### src/rtl/rr_arbiter_8to3.sv
// Round-robin arbiter sharing one resource among 8 requesters, presenting each
// grant as a one-hot vector plus its 8-to-3 encoded index, with a hold-time limit.
module rr_arbiter_8to3 #(
   parameter int unsigned HOLD_MAX = 16
) (
   input  logic       clk,
   input  logic       rst,
   input  logic [7:0] i_req,
   input  logic       i_release,
   output logic [7:0] o_grant,
   output logic [2:0] o_grant_idx,
   output logic       o_grant_valid,
   output logic       o_timeout
);

   localparam int unsigned N_REQ = 8;
   localparam int unsigned IDX_W = 3;
   localparam int unsigned CNT_W = 8;
   localparam logic [CNT_W-1:0] HOLD_LAST = CNT_W'(HOLD_MAX - 1);

   typedef enum logic {
      ST_IDLE  = 1'b0,
      ST_GRANT = 1'b1
   } state_t;

   state_t           r_state;
   logic [N_REQ-1:0] r_grant;
   logic [IDX_W-1:0] r_grant_idx;
   logic [IDX_W-1:0] r_last_idx;
   logic [CNT_W-1:0] r_hold_cnt;
   logic             r_grant_valid;
   logic             r_timeout;

   logic [N_REQ-1:0] w_win_oh;
   logic [IDX_W-1:0] w_win_idx;
   logic [IDX_W-1:0] w_cand;
   logic             w_found;

   // Classic OR-plane 8-to-3 encoder for a one-hot (or zero) vector.
   function automatic logic [IDX_W-1:0] enc8to3(input logic [N_REQ-1:0] oh);
      logic [IDX_W-1:0] idx;
      idx[0] = oh[1] | oh[3] | oh[5] | oh[7];
      idx[1] = oh[2] | oh[3] | oh[6] | oh[7];
      idx[2] = oh[4] | oh[5] | oh[6] | oh[7];
      return idx;
   endfunction

   // Scan from the requester after the last one served, wrapping; last served ranks lowest.
   always_comb begin
      w_win_oh = '0;
      w_found  = 1'b0;
      w_cand   = '0;
      for (int k = 1; k <= int'(N_REQ); k++) begin
         w_cand = r_last_idx + IDX_W'(k);
         if (!w_found && i_req[w_cand]) begin
            w_win_oh = N_REQ'(1) << w_cand;
            w_found  = 1'b1;
         end
      end
   end

   assign w_win_idx = enc8to3(w_win_oh);

   always_ff @(posedge clk) begin
      if (rst) begin
         r_state       <= ST_IDLE;
         r_grant       <= '0;
         r_grant_idx   <= '0;
         r_grant_valid <= 1'b0;
         r_last_idx    <= IDX_W'(N_REQ - 1);
         r_hold_cnt    <= '0;
         r_timeout     <= 1'b0;
      end else begin
         r_timeout <= 1'b0;
         case (r_state)
            ST_IDLE: begin
               if (w_found) begin
                  r_grant       <= w_win_oh;
                  r_grant_idx   <= w_win_idx;
                  r_grant_valid <= 1'b1;
                  r_hold_cnt    <= '0;
                  r_state       <= ST_GRANT;
               end
            end
            ST_GRANT: begin
               // Release or a dropped request wins over an expiring hold counter.
               if (i_release || !i_req[r_grant_idx]) begin
                  r_grant       <= '0;
                  r_grant_valid <= 1'b0;
                  r_last_idx    <= r_grant_idx;
                  r_state       <= ST_IDLE;
               end else if (r_hold_cnt == HOLD_LAST) begin
                  r_grant       <= '0;
                  r_grant_valid <= 1'b0;
                  r_last_idx    <= r_grant_idx;
                  r_timeout     <= 1'b1;
                  r_state       <= ST_IDLE;
               end else begin
                  r_hold_cnt <= r_hold_cnt + CNT_W'(1);
               end
            end
            default: r_state <= ST_IDLE;
         endcase
      end
   end

   assign o_grant       = r_grant;
   assign o_grant_idx   = r_grant_idx;
   assign o_grant_valid = r_grant_valid;
   assign o_timeout     = r_timeout;

endmodule
### config.mk
export PLATFORM = sky130hd
export DESIGN_NAME = rr_arbiter_8to3
export DESIGN_NICKNAME = d
export VERILOG_FILES = /design/src/rtl/rr_arbiter_8to3.sv
export SDC_FILE = /design/constraint.sdc
export NUM_CORES = 1
export LEC_CHECK = 0
export CAP_MARGIN = 40
export CORE_ASPECT_RATIO = 2
export CORE_UTILIZATION = 45
export DETAILED_ROUTE_END_ITERATION = 8
export MAX_ROUTING_LAYER = met4
export PLACE_DENSITY = 0.64
export SLEW_MARGIN = 40
export SYNTH_ARGS = -nofsm -noshare
export SYNTH_HDL_FRONTEND = slang
export SYNTH_SLANG_ARGS = --single-unit
export TNS_END_PERCENT = 100
### constraint.sdc
create_clock -name clk -period 10.7 [get_ports clk]
set_input_delay 2.14 -clock clk [delete_from_list [all_inputs] [get_ports clk]]
set_output_delay 2.14 -clock clk [all_outputs]
set_load 0.03 [all_outputs]
==> results by group <==
Run status
  – Outcome: finished, final reports clean

Critical path
  – Worst r2r src: r_last_idx[1]
  – CP max-delay cell: o31ai_1
  – R2R depth: 10
  – Reg2reg setup slack: 6.16 ns
  – Reg2reg end: o_grant[1]
  – Max stage delay on crit path: 0.68 ns
  – CP Launch Type: input pin
  – Crit path buf inv count: 1
  – CP arrival: 5.55 ns
  – CP Class: input pin to register
  – Maximum fanout along the worst path: 9
  – Cell mode on critical path: nor2_1
  – Worst Path Required: 10.92 ns
  – CP top delay family: simple AND/OR/NAND/NOR gates
  – Crit. Startpoint: i_req[2]
  – Crit-path cells: clkdlybuf4s50_1 -> mux4_2 -> mux2_4 -> or4_1 -> nor2_1 -> nand2_1 -> o31ai_1 -> a22oi_1 -> nor2_1
  – CP endpoint kind: register

Cells and area
  – Share of layout cells above drive strength 1: 14.3%
  – Ant. Diodes: 0
  – Synth-to-Final Area Change: 11.1%
  – Layout Cell Area excl Fill: 2760 um^2
  – Nets: 315
  – Finished Layout Cells: 353
  – Fillers: 509

Global routing
  – Initial antenna violation count: 0
  – Vias in the first global route: 2432
  – Largest net degree at the start of global routing: 21
  – Gr usage total: 31.8%
  – Global route total overflow: 0
  – First-pass GRT wire length: 13.1 mm

Clock network
  – Skew-Pair Late Insertion Delay: 0.28 ns
  – H-tree depth: 1
  – Clock buffer count from CTS: 3
  – Clock sinks: 25
  – Setup repair bufs after CTS: 0
  – Hold buffers post-CTS: 0
  – Cts repair resizes: 0
  – TritonCTS clock tree: done
  – Clock Path Buffers: 2
  – Clock transition at path regs: 0.09 ns
  – Clock Root Buffer: clkbuf_8

Synthesis
  – Most common cell in the synthesized netlist: nand2_1
  – Ys async rst share: 0%
  – Post-synth top area share: 20.1%
  – Synth Instances: 282
  – Post-Syn Area: 2490 um^2
  – Post-synth EDFFs: 0
  – Synth area leader: dfxtp_1
  – Top cells by instance count after synthesis: nand2_1 (33), nor2_1 (27), dfxtp_1 (25), mux4_2 (18), nand3_1 (16)
  – Net Count, Synth: 303
  – Yosys cell types: 54
  – Yosys reg bits: 25
  – Dominant synthesized flop cell: dfxtp_1
  – Syn avg cell area: 8.82 um^2
  – Most area-consuming cells after synthesis: dfxtp_1 (20%), mux4_2 (16%), ha_1 (5.0%)
  – Post-synthesis sequential area ratio: 20.1%
  – Synth warnings: 0

STA
  – Worst setup margin: 5.37 ns
  – Worst slew margin: 43.6%
  – RSZ-0062 raised after global routing: false
  – FMAX: 0.188 GHz
  – Max-slew violations: 0
  – Final setup fails: 0
  – Setup TNS: 0 ns
  – Worst Skew: 0.00774 ns
  – Fin crit share: 49.8%
  – Final hold vios: 0
  – Tightest Pin Transition: 0.840 ns
  – Crit path time final: 5.33 ns

Detailed routing
  – Vias/cell: 7.03
  – Final WL: 7.93 mm
  – DRT antenna net count: 0
  – DRC viols: 0
  – Pre-antenna DRT Iters: 7
  – Vias: 2481
  – WL per Instance: 22.5 um
  – Initial drt markers: 109

Floorplanning
  – Die W: 54.6 um
  – Die area: 5850 um^2
  – Initial core utilization: 46.3%
  – Rows: 38
  – Die height: 107 um
  – CORE AREA: 5370 um^2
  – I/O pin total: 24

Placement
  – DP Worst Slack: 5.14 ns
  – DP Cell Count: 349
  – Hpwl dp: 5.97 mm
  – Placer congestion estimate: 0.970
  – DP Area: 2710 um^2
  – Number of port buffers: 23

Power
  – Cell Int Power: 0.304 mW
  – Psw: 0.316 mW
  – Pwr per Cell Area: 225 nW/um^2
  – Lkg Pwr: 0.969 nW
  – Clock power share: 9.4%
  – Register share of total power: 22.9%
  – Comb power frac: 67.7%
  – Switch share: 51.0%
  – Maximum vdd drop: 0.000138 V

Worst hold path
  – Worst min-delay path class: register to register
  – Hold path depth: 2
  – Hold endpoint: o_grant[0]
  – Worst hold start: o_grant[0]

Flow run
  – Max-cap viol count: 0
cells by family after synthesis:
group / synth area share [%]
adders and majority gates: 5.03
AOI/OAI and AO/OA: 19.0
and+or+nand+nor: 23.8
buffers and inverters: 4.32
muxes: 24.3
xor gates and xnor gates: 3.52
DFF: 20.1
worst min-delay path, delay by kind of cell (launching register included):
kind / cells / cell delay [ns]
AOI/OAI and AO/OA: 1 / 0.05
and+or+nand+nor: 1 / 0.05
DFF: 1 / 0.32
metal layers:
metal,wire (um),GRT usage [%]
met2,4330,51.6
met1,2680,34.7
met5,0,-
met3,410,3.12
met4,507,20.7
worst max-delay path by stage:
stage | to | slack [ns] | cells after the start
6_report | o_grant[6] | 5.37 | 9
5_1_grt | o_grant[7] | 5.23 | 9
4_1_cts | o_grant[6] | 5.43 | 9
3_5_place_dp | o_grant[6] | 5.14 | 9
3_3_place_gp | o_grant_idx[2] | 5.20 | 9
2_1_floorplan | r_hold_cnt[5] | 6.07 | 10
sequential cells by signal, indices dropped and copies added (netlist names):
register,count
o_grant,8
r_hold_cnt,8
o_grant_idx,3
o_timeout,1
r_last_idx,3
o_grant_valid,1
r_state,1
metrics by stage:
stage	hold WS [ns]	util (%)	power, mW
2_1_floorplan	0.470	-	0.439
3_3_place_gp	0.444	50.5	0.556
3_5_place_dp	0.454	50.5	0.554
4_1_cts	0.467	51.4	0.614
5_1_grt	0.487	51.4	0.659
6_report	0.461	51.4	0.621
area by class of cell:
class	count	area, um^2	area share, %
clock buffers	3	41.3	1.49
well taps	60	75.1	2.72
clock inverters	1	7.51	0.272
repair buffers	23	230	8.33
flip-flops and latches	25	503	18.2
multi-input cells	234	1880	68.0
inverters	7	26.3	0.951
cells in the final DEF, fill, tap and decap left out, drive strengths merged, types with 2 or more instances in the layout:
cell           Yosys  layout
a2111o             3       3
a211o              2       2
a211oi             4       4
a21oi              7       7
a221oi             2       2
a222oi             3       3
a22oi              7       7
a31oi              4       4
a32oi              4       4
and2               4       4
and3               3       3
and4               2       2
clkbuf             7       3
clkdlybuf4s50      0      23
dfxtp             25      25
ha                10      10
inv                7       7
mux2               9       9
mux2i              9       9
mux4              18      18
nand2             33      33
nand3             16      16
nand4              6       6
nor2              28      28
nor2b              4       4
nor3              10      10
nor4               4       4
o211ai             3       3
o21ai              9       9
o31a               2       2
o31ai              2       2
or4                2       2
xnor2              2       2
xor2               8       8
power by group through the flow:
stage / clock (mW) / combinational [mW] / sequential, mW
3_5_place_dp: 0 / 0.409 / 0.144
6_report: 0.0583 / 0.420 / 0.142
2_1_floorplan: 0 / 0.291 / 0.148
4_1_cts: 0.0600 / 0.411 / 0.142
5_1_grt: 0.0630 / 0.450 / 0.146
3_3_place_gp: 0 / 0.413 / 0.143
(Power assumes the default switching activity.)
==> variant 1: new RTL, same flow settings <==
Reset style: asynchronous (`rst`), changed in one clocked block.
--- a/src/rtl/rr_arbiter_8to3.sv
+++ b/src/rtl/rr_arbiter_8to3.sv
@@ -61,7 +61,7 @@
 
    assign w_win_idx = enc8to3(w_win_oh);
 
-   always_ff @(posedge clk) begin
+   always_ff @(posedge clk or posedge rst) begin
       if (rst) begin
          r_state       <= ST_IDLE;
          r_grant       <= '0;
Behaviour: differs if rst is asserted again (counterexample within 4 cycles, from zero or initial values and one cycle with rst high); with rst held inactive, the same outputs for 10 cycles.
==> variant 1 against the unedited design <==
Synthesized area grew 9.0%; wire length shrank 2.0%; count of clock-buffer cells in the layout is the same; register-to-register slack gained 0.23 ns; global-route usage shrank 6.0 points; worst hold slack gained 0.029 ns; critical path depth is the same; maximum frequency grew 2.1%; sequential cell count is the same; synthesized cell count grew 0.71%; worst setup slack gained 0.11 ns; final area grew 9.6%.
Power is left out: the tool's default activity adds up to more than one toggle a clock period on the data nets, which glitch-free logic cannot reach.
==> variant 1: results (changes against the unedited design) <==
* Met2 Wirelength at 4120 microns (was 4330 microns)
* Top delay family on crit path: compound AO/OA/AOI/OAI gates (was simple AND/OR/NAND/NOR gates)
* First-pass GRT wire length at 12200 microns (was 13100 microns)
* Library cells used by synthesis at 65 (was 54)
* Outcome: finished, final reports clean (unchanged)
* Met1 Use GR at 26.5% (was 34.7%)
* Register area share after synthesis at 23.2% (was 20.1%)
* Top cells by area, synth: dfrtp_1, mux4_2, nand3_1 (was dfxtp_1, mux4_2, ha_1)
* GRT Total Usage at 25.8% (was 31.8%)
* Wirelength per Cell at 21.8 microns (was 22.5 microns)
* Setup slack, reg-to-reg at 6.39 ns (was 6.16 ns)
* DP Area at 0.00294 sq mm (was 0.00271 sq mm)
* Crit Reg-Reg Endpoint: o_grant_idx[1]$_DFFE_PP0P_ (was o_grant[1]$_SDFFE_PP0P_)
* Vias in the first global route at 2418 (was 2432)
* Worst Max-Slew Pin Slew at 0.808 ns (was 0.840 ns)
* Share of layout cells above drive strength 1 at 16.6% (was 14.3%)
* M1 wire length at 2770 microns (was 2680 microns)
* Drt first pass iters at 5 (was 7)
* Most frequent cells after synthesis: nand3_1, nor2_1, dfrtp_1 (was nand2_1, nor2_1, dfxtp_1)
* Largest stage delay, worst path at 0.63 ns (was 0.68 ns)
* Post-DP HPWL at 6030 microns (was 5970 microns)
* Crit-path max FO at 14 (was 9)
* Worst EP arrival at 5.34 ns (was 5.55 ns)
* Async set-reset flop share out of synthesis at 100% (was 0%)
* Fillers at 527 (was 509)
* Met3 routed WL at 283 microns (was 410 microns)
* Hold Startpoint: o_grant_valid$_DFFE_PP0P_ (was o_grant[0]$_SDFFE_PP0P_)
* Pin count of the biggest net entering global routing at 26 (was 21)
* Worst Hold End: o_grant_valid$_DFFE_PP0P_ (was o_grant[0]$_SDFFE_PP0P_)
* Mapped Nets at 305 (was 303)
* Vias at 2468 (was 2481)
* Met3 usage at 1.74% (was 3.12%)
* DRT iter0 DRCs at 129 (was 109)
* Crit-path slowest cell: clkdlybuf4s50_1 (was o31ai_1)
* Nets@finish at 318 (was 315)
* Ys flop type: dfrtp_1 (was dfxtp_1)
* CTS clk-pin slew, worst paths at 0.06 ns (was 0.09 ns)
* Worst Hold Class: reg -> reg (unchanged)
* Hold WS at 0.489 ns (was 0.461 ns)
* Final GP Congestion at 0.936 (was 0.970)
* Clock skew at 0.00344 ns (was 0.00774 ns)
-- variant 1: kinds of logic (layout without fill, tap and decap cells) --
family | count (synthesis) | in the layout | share of synthesized area [%]
mux | 35 | 35 | 20.6
flops | 25 | 25 | 23.2
simple gates | 108 | 108 | 21.8
fa+ha+maj | 10 | 10 | 4.61
xor+xnor | 8 | 8 | 2.58
compound gates | 74 | 74 | 22.5
buf+inv | 24 | 36 | 4.70
-- variant 1: tightest hold or removal path, stage by stage (launching register included) --
cell     delay, ns
dfrtp_1       0.35
nand2_1       0.05
nand2_1       0.06
-- variant 1: cell type report --
type	count	area, sq um	area share, %
clock buffer	3	75.1	2.48
clock inverter	1	5.00	0.165
inverter	9	33.8	1.12
multi-input combinational	235	1980	65.3
sequential	25	629	20.8
tap	61	76.3	2.52
timing repair buffer	23	230	7.60
-- variant 1: stage by stage --
stage	cells	worst slack, ns	util [%]
floorplan	284	6.43	-
global placement	353	5.26	50.9
detailed placement	353	5.24	51.1
CTS	357	5.51	52.5
global route	357	5.34	52.6
finish	357	5.48	52.6
-- variant 1: worst max path at each step --
| stage | startpoint | end | slack (ns) | depth (start not counted) |
|---|---|---|---|---|
| 2_1_floorplan | i_req[0] | o_grant_idx[0]$_DFFE_PP0P_ | 6.43 | 7 |
| 3_3_place_gp | i_req[6] | o_grant_idx[1]$_DFFE_PP0P_ | 5.26 | 9 |
| 3_5_place_dp | i_req[0] | o_grant_idx[1]$_DFFE_PP0P_ | 5.24 | 9 |
| 4_1_cts | i_req[0] | o_grant_idx[1]$_DFFE_PP0P_ | 5.51 | 9 |
| 5_1_grt | i_req[2] | o_grant_idx[1]$_DFFE_PP0P_ | 5.34 | 9 |
| 6_report | i_req[6] | o_grant_idx[1]$_DFFE_PP0P_ | 5.48 | 9 |
==> variant 2: new RTL, same settings <==
Without the edit above. Set the parameter `HOLD_MAX` to 15 (it was 16).
--- a/src/rtl/rr_arbiter_8to3.sv
+++ b/src/rtl/rr_arbiter_8to3.sv
@@ -1,7 +1,7 @@
 // Round-robin arbiter sharing one resource among 8 requesters, presenting each
 // grant as a one-hot vector plus its 8-to-3 encoded index, with a hold-time limit.
 module rr_arbiter_8to3 #(
-   parameter int unsigned HOLD_MAX = 16
+   parameter int unsigned HOLD_MAX = 15
 ) (
    input  logic       clk,
    input  logic       rst,
Check against the original RTL: no difference found for any inputs over 10 cycles, from zero or initial values and one cycle with rst high; that may be too few to reach the edited logic, so the function may still have changed.
==> variant 2 against the unedited design <==
Via count up 4.8%; total power grew 16%; sequential cell count is the same; count of clock-buffer cells in the layout up 1; die area increased by 8.3%; final area up 9.0%; wire length up 2.7%; synthesized area up 8.5%; combinational power grew 16%; worst setup slack gained 0.099 ns.
==> variant 2: results (changes against the unedited design) <==
* Outcome: finished, final reports clean (unchanged)
* Worst EP arrival at 5.37 ns (was 5.55 ns)
* GRT Total Usage at 27.7% (was 31.8%)
* Worst Max-Slew Pin Slew at 0.881 ns (was 0.840 ns)
* Drt first pass iters at 6 (was 7)
* Register area share after synthesis at 18.5% (was 20.1%)
* Hold Startpoint: o_grant[1]$_SDFFE_PP0P_ (was o_grant[0]$_SDFFE_PP0P_)
* P_leak at 1.07 nW (was 0.969 nW)
* CTS clk-pin slew, worst paths at 0.06 ns (was 0.09 ns)
* Mapped Nets at 331 (was 303)
* Crit-path slowest cell: mux4_2 (was o31ai_1)
* Post-DP HPWL at 5950 microns (was 5970 microns)
* Root buffer cell: clkbuf_16 (was clkbuf_8)
* Vias in the first global route at 2531 (was 2432)
* Share of layout cells above drive strength 1 at 14.1% (was 14.3%)
* Setup slack, reg-to-reg at 6.54 ns (was 6.16 ns)
* Final GP Congestion at 0.941 (was 0.970)
* Worst Hold End: o_grant[1]$_SDFFE_PP0P_ (was o_grant[0]$_SDFFE_PP0P_)
* Top delay family on crit path: multiplexers (was simple AND/OR/NAND/NOR gates)
* Clk_lat worst skew at 0.26 ns (was 0.28 ns)
* Met1 Use GR at 30.4% (was 34.7%)
* Met2 GRT Util at 49.3% (was 51.6%)
* Worst r2r src: r_last_idx[0]$_SDFFE_PP1P_ (was r_last_idx[1]$_SDFFE_PP1P_)
* Clock skew at 0.00209 ns (was 0.00774 ns)
* Crit Reg-Reg Endpoint: r_hold_cnt[5]$_SDFFE_PP0P_ (was o_grant[1]$_SDFFE_PP0P_)
[variant 2: final cells by class]
cell class	count	area, sq um
clock buffer	4	78.8
fill	565	2750
inverter	4	15.0
multi-input combinational	261	2090
sequential	25	504
tap	61	76.3
timing repair buffer	25	245
[variant 2: worst reg2reg max path: stages (launching register included)]
cell	delay, ns
dfxtp_2	0.60
inv_1	0.32
ha_1	0.61
mux4_2	0.51
mux2_2	0.40
a311oi_1	0.47
a41oi_4	0.39
nand2b_1	0.36
nand4_1	0.16
xor2_1	0.15
nor2_1	0.05
[variant 2: worst max-delay path by stage]
stage,start,endpoint,slack (ns),cells past startpoint
after floorplan,i_req[3],o_grant_idx[0]$_SDFFE_PP0P_,6.38,9
after global placement,i_req[5],r_hold_cnt[7]$_SDFFE_PP0P_,5.09,9
after detailed placement,i_req[4],r_hold_cnt[7]$_SDFFE_PP0P_,5.13,9
after CTS,i_req[4],r_hold_cnt[7]$_SDFFE_PP0P_,5.40,9
after global routing,i_req[4],r_hold_cnt[3]$_SDFFE_PP0P_,5.29,9
final,i_req[5],r_hold_cnt[5]$_SDFFE_PP0P_,5.47,9
[variant 2: power by group]
group | internal (mW) | switching [mW]
logic | 0.189 | 0.299
clock network | 0.0510 | 0.0325
registers | 0.110 | 0.0366
[variant 2: layer usage]
metal / up-vias / wire (microns)
li1: 1203 / -
met5: - / 0
met3: 26 / 353
met1: 1260 / 3100
met4: 0 / 319
met2: 112 / 4360
[variant 2: cell families after synthesis]
family                   after synthesis  synth area share [%]
multiplexers                          32                  20.7
AO/OA/AOI/OAI                         68                  19.5
adder cells (fa/ha/maj)               11                  5.10
XOR/XNOR                              10                  3.52
flip-flops                            25                  18.5
AND/OR/NAND/NOR                      140                  28.3
buffers and inverters                 23                  4.36
[variant 2: stage by stage]
stage | utilization (%) | cells | area [sq um] | setup slack [ns]
finish | 52.3 | 380 | 3010 | 5.47
global route | 52.3 | 380 | 3010 | 5.29
CTS | 52.1 | 380 | 3000 | 5.40
detailed placement | 50.7 | 376 | 2920 | 5.13
global placement | 50.7 | 376 | 2920 | 5.09
floorplan | - | 309 | 2700 | 6.38
